## src/rtl/instr_cache_sa.sv

```systemverilog
// instr_cache_sa: N-way set-associative instruction cache with a same-cycle
// hit path and a two-state refill FSM (IDLE/REFILL). Victim is the lowest
// invalid way, otherwise a per-set round-robin pointer. A full invalidate
// arriving during a refill marks the returning block as stale.
// Optional feature: define INSTR_CACHE_PERF_CNT_EN to add o_hit_cnt/o_miss_cnt.
// Assumes WORD_SIZE >= 16 and BLOCK_WIDTH > WORD_SIZE so all address fields exist.
module instr_cache_sa #(
    parameter int WAYS        = 2,
    parameter int SETS        = 4,
    parameter int WORD_SIZE   = 32,
    parameter int BLOCK_WIDTH = 512,
    parameter int ADDR_WIDTH  = 32
) (
    input  logic                   clk,
    input  logic                   arst,
    input  logic                   i_req,
    input  logic [ADDR_WIDTH-1:0]  i_instr_addr,
    input  logic                   i_invalidate_instr,
    output logic [WORD_SIZE-1:0]   o_instr,
    output logic                   o_hit,
    output logic                   o_instr_addr_ma,
    output logic                   o_stall,
    output logic                   o_mem_req,
    output logic [ADDR_WIDTH-1:0]  o_mem_addr,
    input  logic                   i_mem_valid,
    input  logic [BLOCK_WIDTH-1:0] i_mem_block
`ifdef INSTR_CACHE_PERF_CNT_EN
    ,
    output logic [31:0]            o_hit_cnt,
    output logic [31:0]            o_miss_cnt
`endif
);
    localparam int OFS   = $clog2(WORD_SIZE / 8);
    localparam int WOFS  = $clog2(BLOCK_WIDTH / WORD_SIZE);
    localparam int IDX   = $clog2(SETS);
    localparam int TAG   = ADDR_WIDTH - IDX - WOFS - OFS;
    localparam int WPB   = BLOCK_WIDTH / WORD_SIZE;
    localparam int WAY_W = (WAYS > 1) ? $clog2(WAYS) : 1;

    typedef enum logic {IDLE, REFILL} state_t;

    state_t                  state_reg, state_next;
    logic [ADDR_WIDTH-1:0]   mem_addr_reg;
    logic [WAY_W-1:0]        victim_reg, victim_next;
    logic                    drop_reg;
    logic                    all_valid;

    // Storage: tag/data are plain arrays (never reset); valid and rr are reset.
    logic [TAG-1:0]          tag_mem  [WAYS][SETS];
    logic [BLOCK_WIDTH-1:0]  data_mem [WAYS][SETS];
    logic [WAYS-1:0]         valid_reg [SETS];
    logic [WAY_W-1:0]        rr_reg    [SETS];

    // Request address split
    logic [TAG-1:0]  req_tag;
    logic [IDX-1:0]  req_idx;
    logic [WOFS-1:0] req_wofs;
    assign req_tag  = i_instr_addr[ADDR_WIDTH-1 -: TAG];
    assign req_idx  = i_instr_addr[OFS+WOFS +: IDX];
    assign req_wofs = i_instr_addr[OFS +: WOFS];

    // Refill target comes from the latched block address
    logic [TAG-1:0] fill_tag;
    logic [IDX-1:0] fill_idx;
    assign fill_tag = mem_addr_reg[ADDR_WIDTH-1 -: TAG];
    assign fill_idx = mem_addr_reg[OFS+WOFS +: IDX];

    logic [WAYS-1:0]      hit_vec;
    logic [WORD_SIZE-1:0] way_word [WAYS];

    // Per-way tag compare and word select
    generate
        for (genvar gi = 0; gi < WAYS; gi++) begin : g_way
            logic [WPB-1:0][WORD_SIZE-1:0] line;
            assign line        = data_mem[gi][req_idx];
            assign hit_vec[gi] = valid_reg[req_idx][gi] && (tag_mem[gi][req_idx] == req_tag);
            assign way_word[gi] = hit_vec[gi] ? line[req_wofs] : '0;
        end
    endgenerate

    // OR-merge the hitting way's word (at most one way hits)
    always_comb begin
        o_instr = '0;
        for (int w = 0; w < WAYS; w++) o_instr = o_instr | way_word[w];
    end

    assign o_hit           = |hit_vec;
    assign o_instr_addr_ma = |i_instr_addr[OFS-1:0];
    assign o_mem_addr      = mem_addr_reg;

    logic miss_start, fill_we;
    assign miss_start = (state_reg == IDLE) && i_req && !o_hit && !o_instr_addr_ma;
    assign fill_we    = (state_reg == REFILL) && i_mem_valid;

    // Victim: lowest invalid way, otherwise the set's round-robin pointer
    always_comb begin
        victim_next = rr_reg[req_idx];
        all_valid   = 1'b1;
        for (int w = WAYS - 1; w >= 0; w--) begin
            if (!valid_reg[req_idx][w]) begin
                victim_next = WAY_W'(w);
                all_valid   = 1'b0;
            end
        end
    end

    // FSM next state and handshake outputs
    always_comb begin
        state_next = state_reg;
        o_mem_req  = 1'b0;
        o_stall    = (state_reg != IDLE) || (i_req && !o_hit && !o_instr_addr_ma);
        case (state_reg)
            IDLE:    if (miss_start) state_next = REFILL;
            REFILL: begin
                o_mem_req = 1'b1;
                if (i_mem_valid) state_next = IDLE;
            end
            default: state_next = IDLE;
        endcase
    end

    // FSM state, latched refill address/victim, stale-block flag
    always_ff @(posedge clk or posedge arst) begin
        if (arst) begin
            state_reg    <= IDLE;
            mem_addr_reg <= '0;
            victim_reg   <= '0;
            drop_reg     <= 1'b0;
        end else begin
            state_reg <= state_next;
            if (miss_start) begin
                mem_addr_reg <= {i_instr_addr[ADDR_WIDTH-1:OFS+WOFS], {(OFS+WOFS){1'b0}}};
                victim_reg   <= victim_next;
            end
            if (state_reg == REFILL)
                drop_reg <= i_mem_valid ? 1'b0 : (drop_reg || i_invalidate_instr);
            else
                drop_reg <= 1'b0;
        end
    end

    // Valid bits and round-robin pointers; invalidate overrides any update
    always_ff @(posedge clk or posedge arst) begin
        if (arst) begin
            for (int s = 0; s < SETS; s++) begin
                valid_reg[s] <= '0;
                rr_reg[s]    <= '0;
            end
        end else if (i_invalidate_instr) begin
            for (int s = 0; s < SETS; s++) begin
                valid_reg[s] <= '0;
                rr_reg[s]    <= '0;
            end
        end else begin
            if (fill_we && !drop_reg) valid_reg[fill_idx][victim_reg] <= 1'b1;
            if (miss_start && all_valid)
                rr_reg[req_idx] <= (WAYS > 1) ? rr_reg[req_idx] + 1'b1 : '0;
        end
    end

    // Tag/data write on refill (a stale block may land here but stays invalid)
    always_ff @(posedge clk) begin
        if (fill_we) begin
            data_mem[victim_reg][fill_idx] <= i_mem_block;
            tag_mem[victim_reg][fill_idx]  <= fill_tag;
        end
    end

`ifdef INSTR_CACHE_PERF_CNT_EN
    logic [31:0] hit_cnt_reg, miss_cnt_reg;
    // Hit counter per hitting IDLE request cycle, miss counter per refill start
    always_ff @(posedge clk or posedge arst) begin
        if (arst) begin
            hit_cnt_reg  <= '0;
            miss_cnt_reg <= '0;
        end else begin
            if (i_req && o_hit && (state_reg == IDLE)) hit_cnt_reg <= hit_cnt_reg + 32'd1;
            if (miss_start) miss_cnt_reg <= miss_cnt_reg + 32'd1;
        end
    end
    assign o_hit_cnt  = hit_cnt_reg;
    assign o_miss_cnt = miss_cnt_reg;
`endif
endmodule

```

## config.mk

```make
export PLATFORM = sky130hd
export DESIGN_NAME = instr_cache_sa
export DESIGN_NICKNAME = d
export VERILOG_FILES = /design/src/rtl/instr_cache_sa.sv
export SDC_FILE = /design/constraint.sdc
export NUM_CORES = 2
export LEC_CHECK = 0
export ABC_CLOCK_PERIOD_IN_PS = 74000
export CORE_ASPECT_RATIO = 0.75
export CORE_MARGIN = 4
export CORE_UTILIZATION = 65
export DETAILED_ROUTE_END_ITERATION = 12
export GPL_TIMING_DRIVEN = 1
export PLACE_DENSITY_LB_ADDON = 0.08
export SETUP_SLACK_MARGIN = 0.05
export SYNTH_ARGS = -nofsm -noshare
export SYNTH_HDL_FRONTEND = slang
export SYNTH_MEMORY_MAX_BITS = 65536
export SYNTH_SLANG_ARGS = --single-unit
```

## constraint.sdc

```tcl
create_clock -name clk -period 74 [get_ports clk]
set_input_delay 7.4 -clock clk [delete_from_list [all_inputs] [get_ports clk]]
set_output_delay 7.4 -clock clk [all_outputs]
set_load 0.02 [all_outputs]
```

==> metrics.md <==
| Metric | Value |
|---|---|
| Remaining DRCs | `0` |
| I/O pin cnt | `617` |
| DIE WIDTH | `slightly below 600 um` |
| Core Box Area | `about 250000 um2` |
| Worst clock skew | `33.7 ps` |
| CTS Hold Buffers Added | `0` |
| Gr ovfl total | `0` |
| Sink Count | `about 4.3k` |
| R2R depth | `7` |
| GRT Total Usage | `30.1%` |
| WP data required | `between 60000 and 70000 ps` |
| Post-CTS Resized | `0` |
| Hold WC Path Type | `register to register` |
| TNS Setup | `0 ps` |
| Clock-pin slew on the worst setup and hold paths | `approximately 60 ps` |
| RePlAce Congestion | `about 0.85` |
| Area Growth Syn to Fin | `13.9%` |
| R2r startpoint | `state_reg$_DFF_PP0_` |
| Htree depth | `5` |
| First-pass GRT wire length | `around 560 mm` |
| Antenna Violating Nets Remaining | `0` |
| Worst VDD drop | `0.0000206 V` |
| Yosys top cell area share | `77.9%` |
| Detail Placement HPWL | `approximately 230 mm` |
| Number of global-route vias before repair | `76.6k` |
| Synth cell types | `between 50 and 60` |
| Critical Path Fanout Max | `between 100 and 150` |
| Later-pin clock latency in the skew report | `900 ps` |
| Antenna violations before repair | `182` |
| Dpl cell area | `roughly 180000 um2` |
| Max-Cap Viols | `0` |
| Critical path class | `input pin to output pin` |
| Vias per cell | `~6.8` |
| Wire length per cell | `approximately 35 um` |
| Cell leakage power | `59.1 nW` |
| Crit path launch | `i_instr_addr[6]` |
| Top reg by flops | `data_mem` |
| RSZ-0062 raised after global routing | `no` |
| Num CTS Buffers | `roughly 390` |
| Final hold vios | `0` |
| First drt pass iteration count | `5` |
| Root Driver | `clkbuf_16` |
| Flops & latches, synth | `about 4.3k` |
| Fin crit period | `23120 ps` |
| Worst reg-to-reg setup slack | `~69000 ps` |
| Most used DFF post-synth | `edfxtp_1` |
| Min setup slack post-route | `about 51000 ps` |
| Post-synth EDFFs | `~4.3k` |
| Worst setup path end | `o_instr[20]` |
| Post-synth ARST share | `less than 1%` |
| Status | `finished clean` |
| Die area | `approximately 260000 um2` |
| Std-Cell Rows | `160` |
| Post-synth top cells | `edfxtp_1, mux4_2, mux2i_1, clkbuf_1, buf_2` |
| Mapped Area | `around 170000 um2` |
| Final WL | `between 300 and 400 mm` |
| RR Endpoint | `data_mem[0][1920]$_DFFE_PP_` |
| Dpl ws | `just over 50000 ps` |
| Port bufs | `610` |
| Layout net count | `approximately 8k` |
| Syn_area_per_cell | `roughly 25 um2` |
| Pwr Density | `~27 nW/um2` |
| Worst slew pin tran | `1430 ps` |
| Post-Syn Instances | `approximately 6.6k` |
| Largest cells by area after synthesis | `edfxtp_1, mux4_2, mux2i_1, dfrtp_1, buf_2` |
| DR iter-0 viols | `10.2k` |
| Post-route cell area | `roughly 190000 um2` |
| Fmax | `about 43 MHz` |
| Post-synthesis sequential area ratio | `about four fifths` |
| Fin crit share | `between 30% and 40%` |
| Total setup buffers inserted after CTS | `0` |
| Final setup vio count | `0` |
| Share of cells above drive strength 1 | `between 20% and 30%` |
| Cell with the most instances after synthesis | `edfxtp_1` |
| Post-synth top area cell | `edfxtp_1` |
| Die H | `about 440 um` |
| Startpoint Class | `input pin` |
| Crit. End Element | `output pin` |
| Normalized max-slew margin | `4.60%` |
| Via count | `between 70k and 80k` |
| CTS tree | `built` |
| Largest register FFs | `between 4k and 5k` |
| Fill count | `13.5k` |
| Initial Utilization | `between 60% and 70%` |
| YS warnings | `0` |
| Crit path DAT | `15720 ps` |
| Clock Path Buffers | `4` |
| Largest net degree at the start of global routing | `123` |
| Max Slew Vio Count | `0` |
layout by cell type (no fill, tap or decap), drive strengths merged, types with 11 or more instances in the layout:
cell	synthesis	final
mux2i	220	220
dfrtp	41	41
bufinv	0	41
buf	236	151
xnor2	31	31
a22oi	74	74
mux4	1266	1266
clkinv	0	170
o221ai	18	18
edfxtp	4288	4288
o22ai	24	24
clkdlybuf4s50	0	604
clkinvlp	0	16
a21oi	14	14
o21a	19	19
clkbuf	122	476
nand2	69	69
nand2b	33	33
inv	10	18
nor2b	11	11
nor2	32	32
diode	0	96
mux2	37	37
critical path, stage by stage:
cell,delay [ps]
buf_16,560
buf_4,850
buf_4,850
buf_4,800
buf_4,830
buf_4,810
buf_4,730
mux4_2,590
mux4_2,510
mux2i_1,160
o221ai_1,510
o21a_1,330
clkdlybuf4s50_1,550
final cells by class:
class                   instances  area, um2  area share [%]
inverters                      10       37.5          0.0199
clock buffers                 476      10400            5.53
flip-flops and latches       4329     130000            68.9
multi-input cells            1941      34000            18.0
well taps                    3402       4260            2.26
repair buffers                755       7390            3.93
clock inverters               235       2200            1.17
diodes                         96        240           0.128
metal layers:
layer	vias to the layer above	routed length [um]	track usage, %
li1	30600	-	-
met1	40800	155000	46.5
met2	4048	182000	43.8
met3	624	42100	8.01
met4	56	10100	8.06
met5	-	323	0
through the flow:
step	hold WS [ps]	std cells	util [%]	total power, mW
detailed placement	488	10400	69.3	3.08
floorplan	457	6638	-	2.98
global placement	475	10400	69.3	3.08
global route	527	11200	74.3	5.20
CTS	503	11100	74.3	5.07
finish	502	11200	74.4	5.04
how the worst min path moves through the flow:
stage                               endpoint  slack [ps]  cells past startpoint                startpoint
floorplan           valid_reg[3]$_DFFE_PP0P_         460                      2  valid_reg[3]$_DFFE_PP0P_
global placement    valid_reg[0]$_DFFE_PP0P_         480                      2  valid_reg[0]$_DFFE_PP0P_
detailed placement  valid_reg[1]$_DFFE_PP0P_         490                      2  valid_reg[1]$_DFFE_PP0P_
CTS                 valid_reg[1]$_DFFE_PP0P_         500                      2  valid_reg[1]$_DFFE_PP0P_
global route        valid_reg[1]$_DFFE_PP0P_         530                      2  valid_reg[1]$_DFFE_PP0P_
finish              valid_reg[0]$_DFFE_PP0P_         500                      2  valid_reg[0]$_DFFE_PP0P_
kinds of logic after synthesis:
kind of cell / Yosys count / synth area share [%]
simple gates: 186 / 0.561
flops: 4329 / 78.5
other cells: 1 / 0.00227
compound gates: 187 / 0.835
buf+inv: 368 / 1.04
xor+xnor: 39 / 0.207
mux: 1523 / 18.9
where the power goes:
part	total (mW)	switching, mW	internal [mW]
Sequential	2.75	0.0177	2.73
Clock	2.01	0.861	1.14
Combinational	0.282	0.154	0.128
Total	5.04	1.03	4.01
(Power assumes the default switching activity.)
